`src/rtl/ahb_csr_arb.sv`:
```
// Round-robin arbiter sharing one CSR target port between N_REQ requesters.
// One access is in flight at a time; the granted requester is locked until the target completes.

module ahb_csr_arb_lane #(
  parameter int DATA_W = 32
) (
  input  logic              sel,
  input  logic              done,
  input  logic              rd,
  input  logic [DATA_W-1:0] rdata_in,
  output logic              ready,
  output logic [DATA_W-1:0] rdata
);
  assign ready = sel & done;
  assign rdata = (sel && done && rd) ? rdata_in : '0;
endmodule

module ahb_csr_arb #(
  parameter int N_REQ  = 2,
  parameter int ADDR_W = 32,
  parameter int DATA_W = 32
) (
  input  logic                    hclk_i,
  input  logic                    hreset_ni,
  input  logic [N_REQ-1:0]        req_valid_i,
  output logic [N_REQ-1:0]        req_ready_o,
  input  logic [N_REQ*ADDR_W-1:0] req_addr_i,
  input  logic [N_REQ-1:0]        req_write_i,
  input  logic [N_REQ*DATA_W-1:0] req_wdata_i,
  output logic [N_REQ*DATA_W-1:0] req_rdata_o,
  output logic                    csr_valid_o,
  input  logic                    csr_ready_i,
  output logic [ADDR_W-1:0]       csr_addr_o,
  output logic                    csr_write_o,
  output logic [DATA_W-1:0]       csr_wdata_o,
  input  logic [DATA_W-1:0]       csr_rdata_i
);
  localparam int IW = (N_REQ > 1) ? $clog2(N_REQ) : 1;

  typedef enum logic {IDLE, BUSY} state_e;
  typedef struct packed {
    logic [ADDR_W-1:0] addr;
    logic              write;
  } csr_req_t;

  logic [N_REQ-1:0][ADDR_W-1:0] addr_v;
  logic [N_REQ-1:0][DATA_W-1:0] wdata_v, rdata_v;
  state_e                       state_q, state_d;
  logic [IW-1:0]                rr_q, rr_d, gnt_q, gnt_d, win;
  logic [N_REQ-1:0]             rot;
  int                           off;
  csr_req_t                     req_q, req_d;
  logic                         done;

  assign addr_v  = req_addr_i;
  assign wdata_v = req_wdata_i;

  // Rotate requests so bit 0 is rr_q; the lowest set bit is the winner's offset.
  always_comb begin
    rot = N_REQ'({req_valid_i, req_valid_i} >> rr_q);
    off = 0;
    for (int k = N_REQ-1; k >= 0; k--)
      if (rot[k]) off = k;
    off = int'(rr_q) + off;
    if (off >= N_REQ) off = off - N_REQ;
    win = IW'(off);
  end

  always_comb begin
    state_d = state_q;
    rr_d    = rr_q;
    gnt_d   = gnt_q;
    req_d   = req_q;
    case (state_q)
      IDLE:
        if (|req_valid_i) begin
          state_d     = BUSY;
          gnt_d       = win;
          req_d.addr  = addr_v[win];
          req_d.write = req_write_i[win];
        end
      BUSY:
        if (csr_ready_i) begin
          state_d = IDLE;
          rr_d    = (int'(gnt_q) == N_REQ-1) ? '0 : gnt_q + IW'(1);
        end
    endcase
  end

  always_ff @(posedge hclk_i or negedge hreset_ni) begin
    if (!hreset_ni) begin
      state_q     <= IDLE;
      rr_q        <= '0;
      gnt_q       <= '0;
      req_q.addr  <= '1;
      req_q.write <= 1'b0;
    end else begin
      state_q <= state_d;
      rr_q    <= rr_d;
      gnt_q   <= gnt_d;
      req_q   <= req_d;
    end
  end

  assign csr_valid_o = (state_q == BUSY);
  assign csr_addr_o  = req_q.addr;
  assign csr_write_o = req_q.write;
  // Write data is not registered: a requester may present it after the grant.
  assign csr_wdata_o = wdata_v[gnt_q];
  assign done        = csr_valid_o & csr_ready_i;

  for (genvar i = 0; i < N_REQ; i++) begin : g_lane
    ahb_csr_arb_lane #(.DATA_W(DATA_W)) u_lane (
      .sel      (csr_valid_o && (gnt_q == IW'(i))),
      .done     (done),
      .rd       (!req_q.write),
      .rdata_in (csr_rdata_i),
      .ready    (req_ready_o[i]),
      .rdata    (rdata_v[i])
    );
  end

  assign req_rdata_o = rdata_v;

  if (N_REQ < 1) begin : g_bad_n_req
    $error("ahb_csr_arb: N_REQ must be >= 1");
  end

`ifndef SYNTHESIS
  a_ready_onehot: assert property (@(posedge hclk_i) disable iff (!hreset_ni)
    $onehot0(req_ready_o));
  a_csr_stable: assert property (@(posedge hclk_i) disable iff (!hreset_ni)
    csr_valid_o && !csr_ready_i |=> $stable(csr_addr_o) && $stable(csr_write_o));
  // Granted requester must hold valid until it sees ready.
  a_req_held: assert property (@(posedge hclk_i) disable iff (!hreset_ni)
    csr_valid_o |-> req_valid_i[gnt_q]);
`endif
endmodule

```
`config.mk`:
```
export PLATFORM = sky130hd
export DESIGN_NAME = ahb_csr_arb
export DESIGN_NICKNAME = d
export VERILOG_FILES = /design/src/rtl/ahb_csr_arb.sv
export SDC_FILE = /design/constraint.sdc
export NUM_CORES = 1
export LEC_CHECK = 0
export ABC_AREA = 1
export CAP_MARGIN = 30
export CORE_AREA = 5 5 114 116
export CTS_CLUSTER_DIAMETER = 150
export DETAILED_ROUTE_END_ITERATION = 10
export DIE_AREA = 0 0 119 121
export DONT_BUFFER_PORTS = 1
export PLACE_DENSITY_LB_ADDON = 0.3
export SLEW_MARGIN = 20
export SYNTH_ARGS = -nofsm -noshare
export SYNTH_HDL_FRONTEND = slang
export SYNTH_SLANG_ARGS = --single-unit
```
`constraint.sdc`:
```
create_clock -name hclk_i -period 1.5 [get_ports hclk_i]
set_input_delay 0.3 -clock hclk_i [delete_from_list [all_inputs] [get_ports hclk_i]]
set_output_delay 0.3 -clock hclk_i [all_outputs]
set_load 0.03 [all_outputs]
```
==> out/summary.txt <==
First-pass GRT wire length: 19.2 mm
Initial core utilization: 0.260
DRC violations left: 0
Post-route core utilization: 0.451
Worst setup margin: -0.244 ns
Largest net degree at the start of global routing: 37
Reg2Reg Depth: 7
Antenna fix cells: 0
FF+latch count, synth: 36
Max-cap viol count: 0
Slowest-stage cell, CP: dfrtp_2
Fin. Hold Viols: 0
Worst-Skew Late Latency: 0.28 ns
Final Cycle Share: 1.16
Syn_nets: 676
Drt wl/cell: 18.4 um
Hold/Removal Path Class: in -> reg
Die H: 121 um
Required @ worst endpoint: 1.20 ns
Fin crit period: 1.74 ns
Die ar.: 14400 sq um
RD Place Congestion: 0.836
CTS Sinks: 36
Setup-failing EPs final: 96
Yosys warns: 0
Cell area after layout: 5330 sq um
Clock skew: 0.00307 ns
Failing checks: setup timing
Clock tree root buffer cell: clkbuf_16
Final Hold Slack: 0.117 ns
Actual slew at the worst max-slew pin: 0.281 ns
Worst Setup Start Kind: flop
Fmax: 0.574 GHz
Post-DP HPWL: 10.0 mm
Initial DRC Count: 178
Clock Tree Buf Depth: 2
Routed wl met2: 6.86 mm
Die W: 119 um
Core Area: 11800 sq um
M1 WL: 5.02 mm
CTS tree: built
Slew headroom: 0.812
Vias/cell: 4.75
Compound-Gate Fraction of Synth Area: 0.0102
Worst path bufs/invs: 3
Levels on crit path: 6
Final wirelength: 13.6 mm
Critical path type: reg -> out
Reg2Reg Setup Slack: 0.18 ns
Worst-path cell chain: inv_2, nor2_4, nand2_4, buf_16, nor2_2, buf_6
RSZ-0062 raised after global routing: true
GRT Util Overall: 0.169
DRT Pass-1 Iters: 5
Top Metal Used: met4
WHS Path Cells: 1
Critical Path AT: 1.44 ns
WL met3: 1.22 mm
Largest delay share family, worst path: buffers and inverters
Yosys cell types: 19
Crit end category: output port
Syn Inst Count: 509
Leakage power: 2.77 nW
Largest family of logic cells by synthesized area: simple AND/OR/NAND/NOR gates
Nets: 759
Synth Cell Area: 3080 sq um
Slowest stage delay, CP: 0.40 ns
Dpl cell area: 4220 sq um
Crit-path max FO: 15
H-tree depth: 2
Post-synthesis adder-cell area fraction: 0
Area Overhead vs Synth: 73.4%
Multiplexer share of the synthesized area: 0
Antenna-violating nets left: 0
Status: complete, but fails checks
Global route total overflow: 0
Clock-pin slew on the worst setup and hold paths: 0.05 ns
Sequential area share after synthesis: 0.306
PortBufs: 0
Cts bufs inserted: 5
Initial antenna violation count: 0
Vias in the first global route: 3425
Io pins: 299
DR vias: 3511
Avg Cell Area, Syn: 6.04 sq um
Max VDD drop: 0.972 mV
Layout cells sized above 1: 0.517
Post-Synth Simple-Gate Area: 0.496
Max Transition Viols Final: 0
Row count: 40
XOR/XNOR Fraction of Synth Area: 0
Power Density: 1810 nW/um^2
-- metrics by stage --
| step | TNS (ns) | instances | total power, mW | setup WS [ns] |
|---|---|---|---|---|
| global placement | 0 | 715 | 7.13 | 0.0460 |
| CTS | -17.25 | 735 | 9.40 | -0.246 |
| global route | -23.32 | 739 | 10.2 | -0.305 |
| finish | -16.81 | 739 | 9.63 | -0.244 |
| detailed placement | 0 | 715 | 7.19 | 0.0250 |
| floorplan | -1.16 | 509 | 5.94 | -0.0377 |
-- Yosys cell counts --
master | instances | area [sq um]
dfrtp_1 | 4 | 100
inv_1 | 102 | 383
nand2_1 | 178 | 668
inv_2 | 2 | 7.51
o21ai_0 | 1 | 5.00
nand3_1 | 46 | 230
o21ai_4 | 1 | 16.3
nor2_4 | 1 | 11.3
a21oi_1 | 2 | 10.0
nor2_2 | 1 | 6.26
nor2_1 | 65 | 244
dfstp_2 | 32 | 841
buf_4 | 9 | 67.6
clkbuf_1 | 3 | 11.3
nand3_2 | 20 | 200
buf_2 | 15 | 75.1
nand2_2 | 21 | 131
nand2_4 | 3 | 33.8
buf_6 | 3 | 33.8
-- cell type report --
cell class                 instances  area, sq um
inverter                         104          390
clock buffer                       7          153
sequential                        36          943
timing repair buffer             106         1400
fill                            1113         6480
multi-input combinational        339         2260
tap                              147          184
-- cell usage in the layout, fill, tap and decap left out, drive strengths merged --
master	instances
nand2	202
dlygate4sd3	1
dfrtp	4
o21ai	2
clkbuf	9
nand3	66
buf	103
dfstp	32
nor2	67
inv	104
a21oi	2
-- layer usage --
metal | track usage | vias up
met5 | 0 | -
met4 | 0.0572 | 0
met3 | 0.0625 | 35
met2 | 0.297 | 191
met1 | 0.187 | 1649
li1 | - | 1636
-- logic make-up (layout without fill, tap and decap cells) --
| group | count (synthesis) | count (layout) |
|---|---|---|
| compound gates | 4 | 4 |
| buf+inv | 134 | 217 |
| flops | 36 | 36 |
| simple gates | 335 | 335 |
-- path summary, 6_finish.rpt --
path | from | end
worst min-delay path | csr_ready_i | csr_valid_o
worst max-delay path | gnt_q | req_rdata_o[35]
worst max register to register | csr_valid_o | csr_addr_o[25]
max in group asynchronous | hreset_ni | csr_addr_o[8]
min in group asynchronous | hreset_ni | rr_q
worst min register to register | csr_addr_o[28] | csr_addr_o[28]
-- timing repair --
action                     in CTS  in global routing
hold endpoints to repair       36                  0
setup endpoints to repair      96                 97
gates resized for setup       164                 19
setup buffers                   7                  1
hold buffers                    2                  0
cloned                          4                  3
pin swaps                      13                  4
-- power by group --
part           internal (mW)  total (mW)  switching [mW]
clock                  0.696        1.07           0.373
sequential              1.78        3.00            1.22
combinational           2.12        5.55            3.43
total                   4.60        9.63            5.02
-- sequential cells by signal (all words and copies together) (netlist names) --
| signal | cells |
|---|---|
| rr_q | 1 |
| gnt_q | 1 |
| csr_addr_o | 32 |
| csr_write_o | 1 |
| csr_valid_o | 1 |
Note: power is estimated with default switching activity, not from simulation.
